### src/rtl/udma_crc_seq.sv
// Burst sequencer for the UDMA CRC (X16+X12+X5+1): seeds, folds words, publishes and checks the peer CRC.
// Optional macro UDMA_CRC_ERRCNT_EN enables the saturating ERR_CNT burst error counter.
module udma_crc_seq #(
  parameter logic [15:0] SEED    = 16'h4580,
  parameter int          CNT_W   = 16,
  parameter int          TMO_CYC = 64
) (
  input  logic             CLK,
  input  logic             RST_N,
  input  logic             BURST_START,
  input  logic             BURST_END,
  input  logic             WORD_VLD,
  input  logic [15:0]      WORD,
  input  logic             CRC_IN_VLD,
  input  logic [15:0]      CRC_IN,
  output logic [15:0]      CRC_OUT,
  output logic             CRC_OUT_VLD,
  output logic             CRC_ERR,
  output logic             CRC_TMO,
  output logic             BUSY,
  output logic [CNT_W-1:0] WORD_CNT,
  output logic [7:0]       ERR_CNT
);

  localparam int TMO_W = $clog2(TMO_CYC);
  localparam logic [TMO_W-1:0] TMO_LAST = TMO_W'(TMO_CYC - 1);

  typedef enum logic [1:0] {IDLE, ACCUM, WAIT_CRC} state_t;

  state_t           state_q, state_d;
  logic [15:0]      crc_q, crc_d;
  logic [15:0]      crc_out_q, crc_out_d;
  logic             crc_out_vld_q, crc_out_vld_d;
  logic             crc_err_q, crc_err_d;
  logic             crc_tmo_q, crc_tmo_d;
  logic [CNT_W-1:0] word_cnt_q, word_cnt_d;
  logic [TMO_W-1:0] tmo_cnt_q, tmo_cnt_d;

  // Word-parallel CRC step: data bit 0 enters the MSB-first shift register first.
  function automatic logic [15:0] crc_cl(input logic [15:0] d, input logic [15:0] c);
    logic [15:0] r;
    logic        fb;
    r = c;
    for (int i = 0; i < 16; i++) begin
      fb = r[15] ^ d[i];
      r  = {r[14:0], 1'b0} ^ ({16{fb}} & 16'h1021);
    end
    return r;
  endfunction

  always_comb begin
    state_d       = state_q;
    crc_d         = crc_q;
    crc_out_d     = crc_out_q;
    crc_out_vld_d = 1'b0;
    crc_err_d     = crc_err_q;
    crc_tmo_d     = crc_tmo_q;
    word_cnt_d    = word_cnt_q;
    tmo_cnt_d     = tmo_cnt_q;
    // BURST_START takes priority in every state, including over a simultaneous BURST_END.
    if (BURST_START) begin
      state_d    = ACCUM;
      crc_d      = WORD_VLD ? crc_cl(WORD, SEED) : SEED;
      word_cnt_d = CNT_W'(WORD_VLD);
      crc_err_d  = 1'b0;
      crc_tmo_d  = 1'b0;
      tmo_cnt_d  = '0;
    end else begin
      case (state_q)
        ACCUM: begin
          if (WORD_VLD) begin
            crc_d      = crc_cl(WORD, crc_q);
            word_cnt_d = (word_cnt_q == '1) ? word_cnt_q : word_cnt_q + 1'b1;
          end
          if (BURST_END) begin
            crc_out_d     = crc_d;
            crc_out_vld_d = 1'b1;
            state_d       = WAIT_CRC;
            tmo_cnt_d     = '0;
          end
        end
        WAIT_CRC: begin
          if (CRC_IN_VLD) begin
            crc_err_d = (CRC_IN != crc_out_q);
            state_d   = IDLE;
          end else if (tmo_cnt_q == TMO_LAST) begin
            crc_tmo_d = 1'b1;
            state_d   = IDLE;
          end else begin
            tmo_cnt_d = tmo_cnt_q + 1'b1;
          end
        end
        default: ;
      endcase
    end
  end

  always_ff @(posedge CLK or negedge RST_N) begin
    if (!RST_N) begin
      state_q       <= IDLE;
      crc_q         <= SEED;
      crc_out_q     <= 16'h0000;
      crc_out_vld_q <= 1'b0;
      crc_err_q     <= 1'b0;
      crc_tmo_q     <= 1'b0;
      word_cnt_q    <= '0;
      tmo_cnt_q     <= '0;
    end else begin
      state_q       <= state_d;
      crc_q         <= crc_d;
      crc_out_q     <= crc_out_d;
      crc_out_vld_q <= crc_out_vld_d;
      crc_err_q     <= crc_err_d;
      crc_tmo_q     <= crc_tmo_d;
      word_cnt_q    <= word_cnt_d;
      tmo_cnt_q     <= tmo_cnt_d;
    end
  end

`ifdef UDMA_CRC_ERRCNT_EN
  logic [7:0] err_cnt_q, err_cnt_d;
  logic       err_evt;

  // Flags are cleared at every burst start, so a rising flag is exactly one error event.
  always_comb begin
    err_evt   = (crc_err_d & ~crc_err_q) | (crc_tmo_d & ~crc_tmo_q);
    err_cnt_d = err_cnt_q;
    if (err_evt && (err_cnt_q != 8'hFF)) err_cnt_d = err_cnt_q + 8'd1;
  end

  always_ff @(posedge CLK or negedge RST_N) begin
    if (!RST_N) err_cnt_q <= 8'h00;
    else        err_cnt_q <= err_cnt_d;
  end

  assign ERR_CNT = err_cnt_q;
`else
  assign ERR_CNT = 8'h00;
`endif

  assign CRC_OUT     = crc_out_q;
  assign CRC_OUT_VLD = crc_out_vld_q;
  assign CRC_ERR     = crc_err_q;
  assign CRC_TMO     = crc_tmo_q;
  assign BUSY        = (state_q != IDLE);
  assign WORD_CNT    = word_cnt_q;

endmodule

### config.mk
export PLATFORM = sky130hd
export DESIGN_NAME = udma_crc_seq
export DESIGN_NICKNAME = d
export VERILOG_FILES = /design/src/rtl/udma_crc_seq.sv
export SDC_FILE = /design/constraint.sdc
export NUM_CORES = 1
export LEC_CHECK = 0
export ABC_CLOCK_PERIOD_IN_PS = 4900
export BUFFER_PORTS_ARGS = -buffer_cell sky130_fd_sc_hd__buf_2
export CORE_MARGIN = 5
export CORE_UTILIZATION = 60
export DETAILED_ROUTE_END_ITERATION = 7
export PLACE_DENSITY = 0.86
export SLEW_MARGIN = 20
export SYNTH_ARGS = -nofsm -noshare
export SYNTH_HDL_FRONTEND = slang
export SYNTH_SLANG_ARGS = --single-unit
export TNS_END_PERCENT = 20
### constraint.sdc
create_clock -name CLK -period 4.9 [get_ports CLK]
set_input_delay 0.245 -clock CLK [delete_from_list [all_inputs] [get_ports CLK]]
set_output_delay 0.245 -clock CLK [all_outputs]
set_load 0.01 [all_outputs]
==> summary.md <==
| Metric | Value |
|---|---|
| Synthesis-stage register bit count | `59` |
| Layout Cells excl Fill | `550` |
| Sequential cell area fraction in the yosys report | `37.2%` |
| Die ar. | `0.00837 mm2` |
| Gr busiest metal | `met2` |
| Post-CTS setup buffers | `0` |
| Post-DP HPWL | `6.95 mm` |
| WP data arrival | `2630 ps` |
| Num ports | `82` |
| Setup CP Type | `reg2reg` |
| Synthesized area | `0.00398 mm2` |
| Post-synthesis cell type count | `53` |
| CTS root buf | `clkbuf_8` |
| Max IR drop VDD | `0.000414 V` |
| CORE AREA | `0.00639 mm2` |
| Largest net degree at the start of global routing | `60` |
| Final setup violation count | `0` |
| Synth Flop Type | `dfrtp_1` |
| RSZ-0062 raised after global routing | `no` |
| Total GRT Usage | `22.5%` |
| CTS tree | `built` |
| Top cells by area, synth | `dfrtp_1, xnor2_1, xor2_1` |
| Placed cells | `536` |
| Htree depth | `3` |
| Post-synth EDFFs | `0` |
| CTS sink count | `59` |
| Final min period | `2400 ps` |
| Final antenna-violating net count | `0` |
| Die W | `91.5 um` |
| Starting Density | `62.4%` |
| Clock Power Share | `13.1%` |
| FFs w/ async S/R, synth | `100%` |
| Hold_buf cts | `0` |
| Fill count | `501` |
| Final Cycle Share | `49.1%` |
| Area Growth Syn to Fin | `13.4%` |
| Initial antenna violation count | `0` |
| Clk_skew | `10.9 ps` |
| Hold Fails Final Rpt | `0` |
| Slew margin rel. | `34.4%` |
| Row count | `29` |
| CTS buffer count | `9` |
| GRT overflow | `0` |
| Detailed Routing Iterations Pass 1 | `5` |
| Clock slew at reported path FFs | `70 ps` |
| Die Y | `91.5 um` |
| Diode count | `0` |
| Syn Inst Count | `403` |
| Yosys Warn Count | `0` |
| Logic pwr share | `61.0%` |
| Pleak | `2.18 nW` |
| Status | `complete, no violations` |
| Port bufs | `73` |
| Grt met3 use | `5.70%` |
| Power per Cell Area | `662 mW/mm2` |
| Vias in the first global route | `3149` |
| Most common cell after layout, fill and taps aside | `buf_2` |
| Met2 usage | `34.4%` |
| Vias | `3180` |
| Worst-Margin Slew | `982 ps` |
| Share of the synthesized area in the top cell type | `34.6%` |
| Post-route setup TNS | `0 ps` |
| Final Power | `2.99 mW` |
| Worst setup SP type | `flip-flop` |
| Max cap viols | `0` |
| Commonest non-fill, non-tap cells in the layout | `buf_2, xnor2_1, dfrtp_1` |
| Avg Vias per Cell | `5.78` |
| Fin. max-slew vios | `0` |
| Met1 Use GR | `31.3%` |
| Nets@finish | `510` |
| Avg Cell Area, Syn | `9.88 um2` |
| Switching power | `1.25 mW` |
| Clock Latency Late Sink | `340 ps` |
| Drt initial violations | `192` |
| Highest clock rate | `416 MHz` |
| Routed WL per cell | `16.8 um` |
| Total wire length | `9.22 mm` |
| Setup WS post-layout | `2500 ps` |
| Place WS | `2410 ps` |
| Critical Path End Type | `flip-flop` |
| Critical Path Fanout Max | `5` |
| Switching Fraction | `41.8%` |
| Clk buf depth | `2` |
| Share of layout cells above drive strength 1 | `21.8%` |
| Area leader, netlist | `dfrtp_1` |
| First-pass GRT wire length | `15.4 mm` |
| P_int | `1.74 mW` |
| Hold Path Class | `in2async` |
| GP Congestion | `0.920` |
| Reg power frac | `25.9%` |
| Post-cts sizing count | `0` |
| Worst Path Required | `5120 ps` |
| # DRC | `0` |
## cell type report
class	count	area (um2)	share of cell area, %
multi-input combinational	321	2380	52.7
sequential	59	1480	32.8
timing repair buffer	74	373	8.25
clock buffer	12	155	3.43
tap	77	96.3	2.13
inverter	5	18.8	0.416
clock inverter	2	12.5	0.277
## flip-flops by register name, summed over array words and instances (netlist names)
name,cells
CRC_ERR,1
CRC_OUT,16
CRC_OUT_VLD,1
CRC_TMO,1
WORD_CNT,16
crc_q,16
state_q,2
tmo_cnt_q,6
## worst max-delay path, cell delays in order (launching register included)
cell and delay [ps]:
dfstp_2 600, xnor2_1 220, xnor3_2 570, xnor2_1 410
xnor2_1 190, a211oi_1 100, a21o_1 190
## through the flow
step	instance area [um2]	util [%]	hold slack (ps)
global placement	4350	68.1	436
global route	4520	70.7	119
CTS	4520	70.7	75.0
floorplan	4010	-	-50.6
detailed placement	4350	68.1	444
finish	4520	70.7	16.0
## final timing paths
kind                         startpoint           end  slack [ps]  cells after the start
min in group CLK              BURST_END    state_q[0]         250                      4
max reg2reg                   crc_q[14]    CRC_OUT[7]        2500                      6
min                               RST_N      crc_q[4]          20                      2
min reg2reg                tmo_cnt_q[3]  tmo_cnt_q[3]         510                      1
max                           crc_q[14]    CRC_OUT[7]        2500                      6
max in group asynchronous         RST_N      crc_q[2]        4340                      2
## logic make-up after synthesis
group	Yosys count	share of synthesized area, %
buffers and inverters	30	3.71
adders and majority gates	2	0.628
muxes	7	1.76
DFF	59	37.2
AOI/OAI and AO/OA	72	11.5
xor gates and xnor gates	117	31.3
and+or+nand+nor	115	13.9
other	1	0.0942
## layer usage
layer	up-vias	wire length [um]
met4	0	176
met2	151	4260
met3	21	870
li1	1499	-
met1	1509	3920
met5	-	0
## synth_stat cells (2+ instances only)
cell      count
xnor3_2       2
nand3_1      12
a21o_1        4
o22ai_1       3
a22o_1        8
a21oi_1      11
or2_2         2
inv_1         5
and2_1        2
ha_1          2
nand2_1      36
buf_4         9
dfrtp_1      55
xnor3_1       7
xor2_1       44
and3_1        6
a31oi_1       2
nand4_1       6
nor2b_1       4
and4_1        4
dfstp_2       4
a211oi_1      4
clkbuf_1     15
nor4_1        3
or3_1         2
o21ai_0      29
nor3_1        3
xnor2_1      58
nor2_1       30
o32ai_1       2
mux2i_1       7
## power by group through the flow
stage / Sequential (mW) / Combinational (mW) / Clock, mW
2_1_floorplan: 0.766 / 1.41 / 0
3_3_place_gp: 0.773 / 1.75 / 0
3_5_place_dp: 0.781 / 1.81 / 0
4_1_cts: 0.772 / 1.82 / 0.395
5_1_grt: 0.791 / 1.97 / 0.413
6_report: 0.773 / 1.82 / 0.391
No activity file was read; power rests on OpenSTA's default activity.
